**config.mk**
```make
export PLATFORM = sky130hd
export DESIGN_NAME = regfile_scan_reader
export DESIGN_NICKNAME = d
export VERILOG_FILES = /design/src/rtl/regscan_pkg.sv /design/src/rtl/regfile_scan_reader.sv
export SDC_FILE = /design/constraint.sdc
export NUM_CORES = 1
export LEC_CHECK = 0
export ABC_AREA = 1
export CAP_MARGIN = 25
export CORE_UTILIZATION = 43
export CTS_CLUSTER_SIZE = 20
export DETAILED_ROUTE_END_ITERATION = 7
export PLACE_DENSITY = 0.85
export SYNTH_ARGS = -nofsm -noshare
export SYNTH_HDL_FRONTEND = slang
export SYNTH_SLANG_ARGS = --single-unit
```
**constraint.sdc**
```tcl
create_clock -name clk_i -period 2.1 [get_ports clk_i]
set_clock_uncertainty 0.15 [all_clocks]
set_input_delay 0.525 -clock clk_i [delete_from_list [all_inputs] [get_ports clk_i]]
set_output_delay 0.525 -clock clk_i [all_outputs]
set_load 0.02 [all_outputs]
```
**src/rtl/regscan_pkg.sv**
```systemverilog
// Shared types and constants for the register-file scan reader.
package regscan_pkg;

    localparam int unsigned DEF_NUM_REGS = 8;
    localparam int unsigned DEF_ADDR_W   = 5;
    localparam int unsigned DEF_DATA_W   = 32;

    localparam logic [4:0] CHECKSUM_INDEX = 5'h1F;

    typedef enum logic [2:0] {
        IDLE     = 3'd0,
        READ     = 3'd1,
        SEND_LO  = 3'd2,
        SEND_HI  = 3'd3,
        SEND_SUM = 3'd4,
        DONE     = 3'd5
    } state_e;

endpackage

```
**src/rtl/regfile_scan_reader.sv**
```systemverilog
// Walks the register file two entries at a time and streams each word over valid/ready.
// Optional REGSCAN_CHECKSUM_EN appends an XOR checksum word after the last register.
module regfile_scan_reader
    import regscan_pkg::*;
#(
    parameter int unsigned NUM_REGS = DEF_NUM_REGS,
    parameter int unsigned ADDR_W   = DEF_ADDR_W,
    parameter int unsigned DATA_W   = DEF_DATA_W
) (
    input  logic              clk_i,
    input  logic              reset_i,
    input  logic              start_i,
    output logic              busy_o,
    output logic [ADDR_W-1:0] a1_o,
    output logic [ADDR_W-1:0] a2_o,
    input  logic [DATA_W-1:0] rd1_i,
    input  logic [DATA_W-1:0] rd2_i,
    output logic              out_valid_o,
    input  logic              out_ready_i,
    output logic [DATA_W-1:0] out_data_o,
    output logic [ADDR_W-1:0] out_index_o,
    output logic              done_o
);

    state_e            state_q, state_d;
    logic [ADDR_W-1:0] idx_q, idx_d;
    logic [DATA_W-1:0] buf_lo_q, buf_lo_d, buf_hi_q, buf_hi_d;
    logic [DATA_W-1:0] acc_d;

    logic              busy_q, busy_d;
    logic [ADDR_W-1:0] a1_q, a1_d, a2_q, a2_d;
    logic              out_valid_q, out_valid_d;
    logic [DATA_W-1:0] out_data_q, out_data_d;
    logic [ADDR_W-1:0] out_index_q, out_index_d;
    logic              done_q, done_d;

    logic handshake_c;
    logic last_pair_c;
    logic scan_start_c;

    assign handshake_c  = out_valid_q & out_ready_i;
    assign last_pair_c  = (idx_q + ADDR_W'(2)) == ADDR_W'(NUM_REGS);
    assign scan_start_c = (state_q == IDLE) & start_i;

    always_ff @(posedge clk_i) begin
        if (reset_i) state_q <= IDLE;
        else         state_q <= state_d;
    end

    always_comb begin
        state_d = state_q;
        case (state_q)
            IDLE:    if (start_i)     state_d = READ;
            READ:                     state_d = SEND_LO;
            SEND_LO: if (handshake_c) state_d = SEND_HI;
`ifdef REGSCAN_CHECKSUM_EN
            SEND_HI: if (handshake_c) state_d = last_pair_c ? SEND_SUM : READ;
            SEND_SUM: if (handshake_c) state_d = DONE;
`else
            SEND_HI: if (handshake_c) state_d = last_pair_c ? DONE : READ;
`endif
            DONE:                     state_d = IDLE;
            default:                  state_d = IDLE;
        endcase
    end

    // Datapath next-state: pair index, snapshot buffers, checksum.
    always_comb begin
        idx_d    = idx_q;
        buf_lo_d = buf_lo_q;
        buf_hi_d = buf_hi_q;
        if (scan_start_c) begin
            idx_d = '0;
        end else if ((state_q == SEND_HI) && handshake_c && !last_pair_c) begin
            idx_d = idx_q + ADDR_W'(2);
        end
        if (state_q == READ) begin
            buf_lo_d = rd1_i;
            buf_hi_d = rd2_i;
        end
    end

`ifdef REGSCAN_CHECKSUM_EN
    logic [DATA_W-1:0] acc_q;

    always_comb begin
        acc_d = acc_q;
        if (scan_start_c) begin
            acc_d = '0;
        end else if (handshake_c && ((state_q == SEND_LO) || (state_q == SEND_HI))) begin
            acc_d = acc_q ^ out_data_q;
        end
    end

    always_ff @(posedge clk_i) begin
        if (reset_i) acc_q <= '0;
        else         acc_q <= acc_d;
    end
`else
    assign acc_d = '0;
`endif

    // Registered outputs are decoded from the upcoming state so they line up with it.
    always_comb begin
        busy_d      = (state_d != IDLE);
        a1_d        = '0;
        a2_d        = '0;
        out_valid_d = 1'b0;
        out_data_d  = '0;
        out_index_d = '0;
        done_d      = 1'b0;
        case (state_d)
            READ: begin
                a1_d = idx_d;
                a2_d = idx_d + ADDR_W'(1);
            end
            SEND_LO: begin
                out_valid_d = 1'b1;
                out_data_d  = buf_lo_d;
                out_index_d = idx_d;
            end
            SEND_HI: begin
                out_valid_d = 1'b1;
                out_data_d  = buf_hi_d;
                out_index_d = idx_d + ADDR_W'(1);
            end
            SEND_SUM: begin
                out_valid_d = 1'b1;
                out_data_d  = acc_d;
                out_index_d = ADDR_W'(CHECKSUM_INDEX);
            end
            DONE:    done_d = 1'b1;
            default: ;
        endcase
    end

    always_ff @(posedge clk_i) begin
        if (reset_i) begin
            idx_q       <= '0;
            buf_lo_q    <= '0;
            buf_hi_q    <= '0;
            busy_q      <= 1'b0;
            a1_q        <= '0;
            a2_q        <= '0;
            out_valid_q <= 1'b0;
            out_data_q  <= '0;
            out_index_q <= '0;
            done_q      <= 1'b0;
        end else begin
            idx_q       <= idx_d;
            buf_lo_q    <= buf_lo_d;
            buf_hi_q    <= buf_hi_d;
            busy_q      <= busy_d;
            a1_q        <= a1_d;
            a2_q        <= a2_d;
            out_valid_q <= out_valid_d;
            out_data_q  <= out_data_d;
            out_index_q <= out_index_d;
            done_q      <= done_d;
        end
    end

    assign busy_o      = busy_q;
    assign a1_o        = a1_q;
    assign a2_o        = a2_q;
    assign out_valid_o = out_valid_q;
    assign out_data_o  = out_data_q;
    assign out_index_o = out_index_q;
    assign done_o      = done_q;

endmodule

```
==> impl_metrics.toml <==
[floorplan]
pin_count = 118
core_area_um2 = 9680
initial_core_util = 0.441
die_height_um = 102
die-area_um2 = 10300
num_rows = 36
die_width_um = 102

[route]
drt-total-wl_um = 11500
dr.pass1.iters = 4
wl_per_cell_um = 14.7
drt-initial-drc-count = 155
via_per_inst = 5.03
drcViolationCount = 0
ant_nets = 0
vias = 3943

[critical_path]
worst_setup_path_start_kind = "register"
ff2ff_path_depth = 15
arrival_ns = 2.49
rr_endpoint = "out_index_o[4]"
cp_slowest_cell = "dfxtp_4"
r2r_slack_ns = -0.11
critPathRequiredTime_ns = 2.38
slowest_delay_ns = 0.36
critPathMaxFanout = 5
critical_path.cell_chain = "buf_4 > nand3_1 > nand2_1 > nand2_1 > nand2_2 > nand2_2 > buf_4 > buf_4 > nand2_2 > inv_2 > nor2_4 > nand3_2 > nand2_2 > nand3_2 > a21oi_1"
worstSetupEndpointType = "register"
r2r_start = "idx_q[1]"
crit_path_frequent_cell = "nand2_2"
path_class = "register to register"

[power]
vdd_drop_max_mv = 0.518
p_leak_nw = 3.08
powerDensity_nw_per_um2 = 891

[synth]
syn-cell-area_um2 = 4270
synth_cell_types = 28
synth_most_common_cell = "nand2_1"
ys_top_cells_by_area = "dfxtp_1 (57%), nand2_1 (14%), a21oi_1 (8.3%)"
synthArstFlopShare = 0
synth_top_area_cell = "dfxtp_1"
ys_warn_count = 0
synth_cells = 489
ys_ff_latch = 122
yosys_most_used_dff = "dfxtp_1"
synth_edf_count = 0
synth_commonest_cells = "nand2_1 (159), dfxtp_1 (122), a21oi_1 (71), a22o_1 (32), nor2_1 (19)"
syn-num-nets = 559
ys_seq_area_frac = 0.572
syn_area_per_cell_um2 = 8.74
netlist.area_leader.share = 0.572

[timing]
rsz0062_at_grt = "yes"
tightestPinTransition_ns = 0.361
worst_slack_ns = -0.105
fin_crit_sh = 1.05
setup_tns_ns = -0.310
slew_violations = 0
maxClockFrequency_mhz = 454
setup_violations = 5
hold_viol = 0
period_minus_slack_ns = 2.21
relSlewSlack = 0.759
timing.hold.ws_ns = 0.320

[layout]
nNetsFinal = 711
n_antenna_cell = 0
area_delta_synth_final_pct = 54.6
fillCellCount = 724
layout-drive-gt1-share = 0.190
fin_area_um2 = 6600

[run]
drv_cap = 0

[min_path]
hold-path-cell-count = 2
hp-class = "register to register"
min_from = "buf_hi_q[27]"
holdPathEnd = "buf_hi_q[27]"

[clock_tree]
cts_tree = "built"
cts_buffers = 17
clock_latency_ns = 0.50
clk_pin_slew_ns = 0.06
cts_max_path_buffers = 2
cts_root_buffer = "clkbuf_8"
cts_hold_buf = 0
clock_sinks = 122
h-tree-depth = 4

[grt]
grtUsageTotal = 0.215
antenna_found_initial = 0
grt_pass1_wl_um = 17200
grt_pass1_vias = 3823
grt_overflow_total = 0
grt_max_degree = 80

[placed_design]
hpwlAfterDp_um = 7160
placed_area_um2 = 5830
io_buffers = 117
place.gp.congestion = 0.880

[outcome]
violations = "negative setup slack"
outcome = "finished with violations"
==> metrics by stage <==
stage	std cells	power [mW]	util	setup WS, ns
3_3_place_gp	746	3.10	0.602	-0.463
2_1_floorplan	489	2.81	-	0.0116
4_1_cts	778	5.92	0.661	0.00223
6_report	784	5.88	0.682	-0.105
5_1_grt	784	6.09	0.682	-0.165
3_5_place_dp	746	3.12	0.602	-0.549
==> state kept, by name, summed over array words and instances (netlist names) <==
register	flops
state_q	3
idx_q	5
buf_lo_q	32
done_o	1
busy_o	1
a1_o	5
out_data_o	32
a2_o	5
out_valid_o	1
out_index_o	5
buf_hi_q	32
==> how the worst max path moves through the flow <==
stage                    from              to  slack, ns
3_3_place_gp      out_ready_i  out_index_o[4]      -0.46
5_1_grt              idx_q[2]  out_index_o[4]      -0.16
4_1_cts        out_data_o[23]  out_data_o[23]      0.002
3_5_place_dp      out_ready_i  out_index_o[4]      -0.55
6_report             idx_q[1]  out_index_o[4]      -0.11
2_1_floorplan        idx_q[1]  out_index_o[4]       0.01
==> power breakdown <==
part	leakage, nW	internal [mW]	switching, mW
logic	1.80	0.289	0.334
registers	0.993	2.41	0.0286
clock network	0.290	1.88	0.945
total	3.08	4.58	1.31
==> cells by family (layout without fill, tap and decap cells) <==
family,Yosys count,after routing,synth area share
AOI/OAI and AO/OA,106,106,0.156
DFF,122,122,0.572
adders and majority gates,2,2,0.00586
buffers and inverters,48,210,0.0518
and+or+nand+nor,211,211,0.214
==> cell type report <==
| cell class | count | area [µm²] | share of cell area |
|---|---|---|---|
| sequential | 122 | 2450 | 0.372 |
| clock buffer | 21 | 459 | 0.0695 |
| clock inverter | 8 | 119 | 0.0180 |
| multi-input combinational | 319 | 1720 | 0.260 |
| timing repair buffer | 161 | 1610 | 0.244 |
| inverter | 20 | 78.8 | 0.0119 |
| tap | 133 | 166 | 0.0252 |
==> layer usage <==
metal  track usage  routed length [µm]  vias up
li1              -                   -     1908
met1         0.247                4640     1865
met2         0.389                5940      140
met3        0.0518                 627       30
met4        0.0736                 342        0
met5             0                   0        -
==> cells in the final DEF, fill, tap and decap left out, drive strengths merged <==
cell type and n:
or2 1, a21oi 72, clkbuf 21, nand3 15, dfxtp 122, buf 45
nor2 28, nand4 1, dlymetal6s2s 26, inv 20, dlygate4sd2 25, o21ai 1
nand2 163, bufinv 3, o31ai 1, nor3 3, a22o 32, clkdlybuf4s50 65
ha 2, clkinv 5
==> critical path, delay by kind of cell (launching register included) <==
family	cells	cell delay [ns]
compound gates	1	0.13
buf+inv	4	0.49
simple gates	10	1.00
flops	1	0.36
==> timing repair <==
action / 4_1_cts / 5_1_grt
setup endpoints to repair: 26 / 31
gates resized for setup: 27 / 51
pin swaps: 6 / 14
hold endpoints to repair: 0 / 0
setup buffers: 3 / 6
No activity file was read; power rests on OpenSTA's default activity.
